<file path="src/rtl/pcie_tx_arb_pkg.sv">
// Shared constants and state encoding for the PCIe TX arbiter.
// Optional stats output is enabled with PCIE_TX_ARB_STATS_EN.
package pcie_tx_arb_pkg;

   localparam int TX_DW  = 128;
   localparam int TX_SW  = 16;
   localparam int TX_UW  = 4;
   localparam int STAT_W = 32;
   localparam int IDX_W  = 3;

   typedef enum logic [1:0] {
      ARB_IDLE = 2'd0,
      ARB_XFER = 2'd1,
      ARB_CFG  = 2'd2
   } arb_state_e;

endpackage

</file>
<file path="src/rtl/pcie_rr_pick.sv">
// Combinational round-robin picker: first set request
// searching upward from (last + 1) mod N.
module pcie_rr_pick
   import pcie_tx_arb_pkg::*;
#(
   parameter int N = 2
)(
   input  logic [N-1:0]     i_req,
   input  logic [IDX_W-1:0] i_last,
   output logic             o_vld,
   output logic [IDX_W-1:0] o_idx
);

   always_comb begin
      o_vld = 1'b0;
      o_idx = '0;
      for (int k = 1; k <= N; k++) begin
         if (!o_vld && i_req[(int'(i_last) + k) % N]) begin
            o_vld = 1'b1;
            o_idx = IDX_W'((int'(i_last) + k) % N);
         end
      end
   end

endmodule

</file>
<file path="src/rtl/pcie_tx_arbiter.sv">
// Packet-level round-robin arbiter onto the PCIe AXI-S TX port.
// Define PCIE_TX_ARB_STATS_EN to add per-requester TLP counters.
module pcie_tx_arbiter
   import pcie_tx_arb_pkg::*;
#(
   parameter int NUM_REQ = 2,
   parameter int BUF_MIN = 2
)(
   input  logic                     clk,
   input  logic                     rst_n,
   input  logic [NUM_REQ*TX_DW-1:0] req_tdata,
   input  logic [NUM_REQ*TX_SW-1:0] req_tstrb,
   input  logic [NUM_REQ*TX_UW-1:0] req_tuser,
   input  logic [NUM_REQ-1:0]       req_tlast,
   input  logic [NUM_REQ-1:0]       req_tvalid,
   output logic [NUM_REQ-1:0]       req_tready,
   output logic [TX_DW-1:0]         s_axis_tx_tdata,
   output logic [TX_SW-1:0]         s_axis_tx_tstrb,
   output logic [TX_UW-1:0]         s_axis_tx_tuser,
   output logic                     s_axis_tx_tlast,
   output logic                     s_axis_tx_tvalid,
   input  logic                     s_axis_tx_tready,
   input  logic [5:0]               tx_buf_av,
   input  logic                     tx_cfg_req,
   output logic                     tx_cfg_gnt,
   output logic [IDX_W-1:0]         gnt_id,
   output logic                     busy
`ifdef PCIE_TX_ARB_STATS_EN
   ,
   output logic [NUM_REQ*STAT_W-1:0] stat_tlp_cnt
`endif
);

   localparam logic [5:0]       BUF_MIN_V = 6'(BUF_MIN);
   localparam logic [IDX_W-1:0] LAST_RST  = IDX_W'(NUM_REQ - 1);

   arb_state_e       r_state;
   arb_state_e       w_nxt;
   logic [IDX_W-1:0] r_gnt;
   logic [IDX_W-1:0] r_last;
   logic [IDX_W-1:0] w_pick_idx;
   logic             w_pick_vld;
   logic             w_xfer;
   logic             w_grant;
   logic             w_done;
   logic [TX_DW-1:0] w_data;
   logic [TX_SW-1:0] w_strb;
   logic [TX_UW-1:0] w_user;
   logic             w_vld;
   logic             w_last;

   pcie_rr_pick #(
      .N (NUM_REQ)
   ) u_pick (
      .i_req  (req_tvalid),
      .i_last (r_last),
      .o_vld  (w_pick_vld),
      .o_idx  (w_pick_idx)
   );

   always_comb begin
      w_data = '0;
      w_strb = '0;
      w_user = '0;
      w_vld  = 1'b0;
      w_last = 1'b0;
      for (int i = 0; i < NUM_REQ; i++) begin
         if (r_gnt == IDX_W'(i)) begin
            w_data = req_tdata[i*TX_DW +: TX_DW];
            w_strb = req_tstrb[i*TX_SW +: TX_SW];
            w_user = req_tuser[i*TX_UW +: TX_UW];
            w_vld  = req_tvalid[i];
            w_last = req_tlast[i];
         end
      end
   end

   assign w_xfer  = (r_state == ARB_XFER);
   assign w_done  = w_xfer & w_vld & s_axis_tx_tready & w_last;
   // Cfg beats requesters; buffers are only checked here.
   assign w_grant = (r_state == ARB_IDLE) & ~tx_cfg_req &
                    w_pick_vld & (tx_buf_av >= BUF_MIN_V);

   always_ff @(posedge clk or negedge rst_n) begin
      if (!rst_n) begin
         r_state <= ARB_IDLE;
      end else begin
         r_state <= w_nxt;
      end
   end

   always_comb begin
      w_nxt = r_state;
      case (r_state)
         ARB_IDLE: begin
            if (tx_cfg_req) begin
               w_nxt = ARB_CFG;
            end else if (w_grant) begin
               w_nxt = ARB_XFER;
            end
         end
         ARB_XFER: begin
            if (w_done) w_nxt = ARB_IDLE;
         end
         ARB_CFG: begin
            if (!tx_cfg_req) w_nxt = ARB_IDLE;
         end
         default: w_nxt = ARB_IDLE;
      endcase
   end

   always_ff @(posedge clk or negedge rst_n) begin
      if (!rst_n) begin
         r_gnt  <= '0;
         r_last <= LAST_RST;
      end else begin
         if (w_grant) r_gnt  <= w_pick_idx;
         if (w_done)  r_last <= r_gnt;
      end
   end

   always_comb begin
      req_tready = '0;
      for (int i = 0; i < NUM_REQ; i++) begin
         if (w_xfer && (r_gnt == IDX_W'(i))) begin
            req_tready[i] = s_axis_tx_tready;
         end
      end
   end

   assign s_axis_tx_tdata  = w_xfer ? w_data : '0;
   assign s_axis_tx_tstrb  = w_xfer ? w_strb : '0;
   assign s_axis_tx_tuser  = w_xfer ? w_user : '0;
   assign s_axis_tx_tvalid = w_xfer & w_vld;
   assign s_axis_tx_tlast  = w_xfer & w_last;
   assign tx_cfg_gnt       = (r_state == ARB_CFG) & tx_cfg_req;
   assign gnt_id           = r_gnt;
   assign busy             = (r_state != ARB_IDLE);

`ifdef PCIE_TX_ARB_STATS_EN
   logic [STAT_W-1:0] r_stat [NUM_REQ];

   always_ff @(posedge clk or negedge rst_n) begin
      if (!rst_n) begin
         for (int i = 0; i < NUM_REQ; i++) r_stat[i] <= '0;
      end else begin
         for (int i = 0; i < NUM_REQ; i++) begin
            if (w_done && (r_gnt == IDX_W'(i))) begin
               r_stat[i] <= r_stat[i] + STAT_W'(1);
            end
         end
      end
   end

   always_comb begin
      stat_tlp_cnt = '0;
      for (int i = 0; i < NUM_REQ; i++) begin
         stat_tlp_cnt[i*STAT_W +: STAT_W] = r_stat[i];
      end
   end
`endif

endmodule

</file>
<file path="config.mk">
export PLATFORM = sky130hd
export DESIGN_NAME = pcie_tx_arbiter
export DESIGN_NICKNAME = d
export VERILOG_FILES = /design/src/rtl/pcie_tx_arb_pkg.sv /design/src/rtl/pcie_rr_pick.sv /design/src/rtl/pcie_tx_arbiter.sv
export SDC_FILE = /design/constraint.sdc
export NUM_CORES = 1
export LEC_CHECK = 0
export BUFFER_PORTS_ARGS = -buffer_cell sky130_fd_sc_hd__buf_2
export CORE_AREA = 2 2 182 184
export DETAILED_ROUTE_END_ITERATION = 8
export DIE_AREA = 0 0 184 186
export MAX_ROUTING_LAYER = met4
export REMOVE_ABC_BUFFERS = 1
export SLEW_MARGIN = 15
export SYNTH_ARGS = -nofsm -noshare
export SYNTH_HDL_FRONTEND = slang
export SYNTH_SLANG_ARGS = --single-unit
export TNS_END_PERCENT = 50
</file>
<file path="constraint.sdc">
create_clock -name clk -period 1.9 [get_ports clk]
set_input_delay 0.38 -clock clk [delete_from_list [all_inputs] [get_ports clk]]
set_output_delay 0.38 -clock clk [all_outputs]
set_load 0.01 [all_outputs]
</file>
==> results.toml, run 1 <==
[placed_design]
place_congestion = 0.866
hpwlAfterDp_um = 13100
placed_area_mm2 = 0.00536
io_buffers = 463
post-place-cells = 1218

[critical_path]
startpoint = "gnt_id[0]$_DFFE_PN0P_"
r2r_cells = 5
worstReg2RegStart = "gnt_id[0]$_DFFE_PN0P_"
crit_required_ns = 1.52
r2r_slack_ns = 0.13
r2r-end = "r_last[0]$_DFFE_PN1P_"
arrival_ns = 1.59
critical_path_class = "flip-flop to output pin"
start_kind = "flip-flop"
crit_path_end_kind = "output pin"
crit_path_max_fanout = 12

[clocking]
clk_pin_slew_ns = 0.03
cts_buffers = 3
root_buffer = "clkbuf_16"
cts-htree-levels = 1
clk-insertion-delay-late_ns = 0.23
clkSinkCount = 4
tritoncts = "yes"
ctsLongestPathBuffers = 2

[route]
via_per_inst = 3.54
ant_nets = 0
vias = 4370
wl_um = 17100
wire_per_inst_um = 13.8
route.detailed.drc = 0
drtPass1Iterations = 4
drt_iter0_markers = 80

[logic_synthesis]
synthTopCellsByArea = "mux2i_1 (60%), nor2_1 (23%), buf_2 (3.4%)"
synth_seq_cells = 4
synth_ff_type = "dfrtp_1"
ys_async_sr_fraction_pct = 100
ys_warn_count = 0
yosys.area_share.xor_xnor_pct = 0
postSynthAreaPerCell_um2 = 6.91
ys_top_cells_by_count = "nor2_1 (151), mux2i_1 (150), buf_2 (17)"
synthCells = 360
ys_types = 25
ys_seq_area_share_pct = 4.07
synthMuxAreaShare_pct = 60.8
synth_compound_area_share_pct = 1.41
yosys.area.top_type = "mux2i_1"
synth-simple-area-share_pct = 25.2
yosys.area.top_type_share_pct = 60.3
yosys.area_share.adder_pct = 0
synth_edf_count = 0
synth_top_family_by_area = "multiplexers"
yosysMostFrequentCell = "nor2_1"
syn-cell-area_mm2 = 0.00249

[finish]
nFillCells = 3627
post-route-util_pct = 17.9
area_growth_pct = 132
drive_gt1_share_pct = 62.1
final_area_mm2 = 0.00578
final_cells = 1236
nets = 1137

[timing]
period_needed_ns = 1.97
timing.final.ws_setup_ns = -0.0732
hold_slack_ns = 0.438
setup_viol = 75
grt_setup_unrepaired = "yes"
post-route-period-util_pct = 104
skew_ns = 0.000685
maxSlewViolCount = 0
final-hold-violation-count = 0
fmax_ghz = 0.507
setup_tns_ns = -2.62

[outcome]
status = "finished, violations left"
violations = "setup timing"

[worst_hold_path]
holdPathEnd = "r_state[1]$_DFFE_PN0P_"
holdCritStartpoint = "tx_cfg_req"
hold_path_depth = 2
hold_path_class = "primary input to flip-flop"

[grt]
grt_util_all_layers_pct = 8.32
grt_pass1_vias = 3735
gr-max-usage-layer = "met2"
grt_max_degree = 78
use_met1_pct = 9.50
gr-total-overflow = 0
use_met3_pct = 0.685
grt_pass1_wl_um = 20800
grt_antenna_before_repair = 2
grt.met2_usage_pct = 15.4

[die]
die_w_um = 184
initial_core_util_pct = 7.73
fp.dieH_um = 186
core_region_area_mm2 = 0.0322
die-area_mm2 = 0.0342
num_rows = 66
ios = 467

[power]
p_leak_nw = 3.70
vdd_drop_max_mv = 0.397
powerDensity_mw_per_mm2 = 1120

[flow_run]
maxCapViolCount = 0
-- stage by stage --
step,total power [W],setup slack [ns]
2_1_floorplan,0.00224,-4.29
3_3_place_gp,0.00523,0.148
3_5_place_dp,0.00529,0.127
4_1_cts,0.00613,-0.0912
5_1_grt,0.00696,-0.131
6_report,0.00646,-0.0732
-- critical path, cell delays in order (launching register included) --
cell,delay [ns]
dfrtp_4,0.50
buf_4,0.16
buf_16,0.15
buf_4,0.16
mux2i_1,0.17
nor2_1,0.06
buf_2,0.15
-- placed cells by master (no fill, tap or decap), drive strengths merged --
cell         netlist  layout
buf               35     492
nor2             151     151
mux2i            150     150
clkbuf             1       8
nor3               3       3
dfrtp              3       3
diode              0       2
conb               1       2
inv                2       2
o21ai              2       2
nand2b             1       1
nor2b              1       1
and2               1       1
or2                1       1
clkinv             1       1
or4                1       1
nor4               1       1
o32ai              1       1
mux2               1       1
o211ai             1       1
a2bb2oi            1       1
dlygate4sd3        0       1
dfstp              1       1
-- logic make-up after synthesis --
kind of cell | count (synthesis)
other cells | 1
mux | 151
simple gates | 160
compound gates | 5
flops | 4
buf+inv | 39
-- timing repair --
item | CTS | global route
hold buffers | 1 | 0
hold endpoints to repair | 3 | 0
pin swaps | 4 | 5
gates resized for setup | 17 | 16
setup endpoints to repair | 65 | 115
cloned | 2 | 4
buffers inserted | 3 | 2
-- layer usage --
layer / vias up / wire, µm
met3: 7 / 1230
met1: 1933 / 6910
met2: 280 / 8760
met4: 0 / 157
met5: - / 0
li1: 2150 / -
-- cell type report --
class / count / area [µm²] / share of cell area, %
antenna: 2 / 5.00 / 0.0866
clock buffer: 4 / 78.8 / 1.36
inverter: 3 / 11.3 / 0.195
multi-input combinational: 318 / 2230 / 38.6
sequential: 4 / 105 / 1.82
tap: 408 / 510 / 8.83
timing repair buffer: 497 / 2840 / 49.1
-- flip-flops by register name (all words and copies together) (netlist names) --
signal	cells
r_state	2
gnt_id	1
r_last	1
-- power breakdown --
part | switching [W] | internal [W] | leakage, nW
registers | 0.0000500 | 0.000138 | 0.0459
clock network | 0.0000665 | 0.000278 | 0.0382
logic | 0.00304 | 0.00289 | 3.61
-- how the worst max path moves through the flow --
stage                            end  slack, ns
2_1_floorplan  r_last[0]$_DFFE_PN1P_      -4.29
3_3_place_gp     s_axis_tx_tdata[38]       0.15
3_5_place_dp     s_axis_tx_tdata[60]       0.13
4_1_cts          s_axis_tx_tdata[28]      -0.09
5_1_grt          s_axis_tx_tdata[62]      -0.13
6_report        s_axis_tx_tdata[104]      -0.07
No activity file was read; power rests on OpenSTA's default activity.
==> run 2: changes to the inputs <==
- SETUP_SLACK_MARGIN: not set -> 0.02
==> run 2 against run 1 <==
The flow still finishes with violations (setup timing). Non-clock buffer count did not move. Worst setup slack got worse by 0.0021 ns. Design area rose by 0.13%. Highest routed layer unchanged. Core utilization barely moved. Sequential power barely moved.
==> results.toml, run 2 (synthesized netlist as in run 1, its figures left out) <==
[timing]
skew_ns = 0.000179
setup_viol = 74
post-route-period-util_pct = 104
period_needed_ns = 1.98
fmax_ghz = 0.506
grt_setup_unrepaired = "yes"
hold_slack_ns = 0.437
maxSlewViolCount = 0
final-hold-violation-count = 0
timing.final.ws_setup_ns = -0.0752

[route]
via_per_inst = 3.50
route.detailed.drc = 0
ant_nets = 0
drtPass1Iterations = 4
vias = 4330
drt_iter0_markers = 89
wl_um = 17000
wire_per_inst_um = 13.8

[clocking]
ctsLongestPathBuffers = 2
clk-insertion-delay-late_ns = 0.23
cts-htree-levels = 1
clk_pin_slew_ns = 0.03
tritoncts = "yes"
clkSinkCount = 4
cts_buffers = 3
root_buffer = "clkbuf_16"

[grt]
grt_util_all_layers_pct = 8.32
grt_max_degree = 78
grt_pass1_vias = 3743
grt_antenna_before_repair = 2
grt_pass1_wl_um = 20700
gr-total-overflow = 0

[critical_path]
start_kind = "flip-flop"
critical_path_class = "flip-flop to output pin"
crit_family = "buffers and inverters"
r2r_slack_ns = 0.13
arrival_ns = 1.60
crit_path_max_fanout = 12
critical_path.max_stage_delay_ns = 0.50
critPathBufInv = 4
path_cells = "buf_4 -> buf_16 -> buf_4 -> mux2i_1 -> nor2_1 -> buf_2"
crit_top_cell = "buf_4"
crit_slowest_cell = "dfrtp_4"
crit_path_end_kind = "output pin"
crit_required_ns = 1.52

[placed_design]
place_congestion = 0.866
hpwlAfterDp_um = 13100
io_buffers = 463

[power]
p_leak_nw = 3.70
vdd_drop_max_mv = 0.396
powerDensity_mw_per_mm2 = 1120

[die]
die_w_um = 184
initial_core_util_pct = 7.73
num_rows = 66
fp.dieH_um = 186
core_region_area_mm2 = 0.0322
ios = 467
die-area_mm2 = 0.0342

[flow_run]
maxCapViolCount = 0

[finish]
nFillCells = 3627
final_common_cell = "buf_2"
largest_reg_flops = 2
drive_gt1_share_pct = 62.1
area_growth_pct = 133
nets = 1137
final_cell_mix = "buf_2 (454), nor2_1 (151), mux2i_1 (143)"
post-route-util_pct = 18.0
largest-register = "r_state"

[outcome]
status = "finished, violations left"
violations = "setup timing"

[worst_hold_path]
hold_path_class = "primary input to flip-flop"
run 2: cell counts in the layout (fill, tap and decap cells not counted):
Identical to the previous run, type by type.
run 2: path summary, 6_finish.rpt:
path	endpoint	cells past startpoint	startpoint
setup / recovery	s_axis_tx_tdata[104]	6	gnt_id[0]$_DFFE_PN0P_
min in group asynchronous	gnt_id[0]$_DFFE_PN0P_	2	rst_n
hold / removal	r_state[1]$_DFFE_PN0P_	2	tx_cfg_req
hold reg to reg	r_state[1]$_DFFE_PN0P_	1	r_state[0]$_DFFE_PN0P_
max in group asynchronous	r_last[0]$_DFFE_PN1P_	2	rst_n
setup reg to reg	r_last[0]$_DFFE_PN1P_	5	gnt_id[0]$_DFFE_PN0P_
run 2: per-layer routing:
layer  GRT usage (%)  part of all wire, %  wire length, µm  vias up
met1            9.49                   41             6920     1891
met2            15.4                   51             8670      283
li1                -                    -                -     2147
met4            2.59                  1.2              204        0
met3           0.685                  7.1             1210        9
met5               -                    0                0        -
run 2: worst register-to-register path: stages, from the launching register on:
cell,delay (ns)
dfrtp_4,0.50
buf_4,0.17
clkbuf_16,0.19
mux2i_2,0.18
nor4_2,0.28
mux2_1,0.36
run 2: timing repair:
action                     CTS  global route
setup endpoints to repair   73           130
hold buffers                 1             0
hold endpoints to repair     3             0
pin swaps                    4             6
cloned                       2             4
gates resized for setup     17            18
setup buffers                3             2
run 2: cell type report:
cell class | instances | area, µm² | share of cell area, %
Tap cell | 408 | 510 | 8.82
Multi-Input combinational cell | 318 | 2230 | 38.5
Antenna cell | 2 | 5.00 | 0.0865
Clock buffer | 4 | 78.8 | 1.36
Timing Repair Buffer | 497 | 2850 | 49.2
Inverter | 3 | 11.3 | 0.195
Sequential cell | 4 | 105 | 1.82
run 2: where the power goes:
| group | switching (W) | total [W] | leakage [nW] | internal (W) |
|---|---|---|---|---|
| Sequential | 0.0000486 | 0.000187 | 0.0459 | 0.000138 |
| Clock | 0.0000656 | 0.000343 | 0.0382 | 0.000278 |
| Combinational | 0.00304 | 0.00595 | 3.62 | 0.00291 |
| Total | 0.00315 | 0.00648 | 3.70 | 0.00332 |
run 2: stage by stage:
stage	setup WS [ns]	TNS, ns	power, W	instance area [µm²]	instances
2_1_floorplan	-4.29	-603.10	0.00224	2290	325
3_3_place_gp	0.148	0	0.00523	5360	1218
3_5_place_dp	0.127	0	0.00529	5360	1218
4_1_cts	-0.0912	-2.20	0.00613	5600	1228
5_1_grt	-0.131	-7.89	0.00697	5790	1236
6_report	-0.0752	-2.73	0.00648	5790	1236
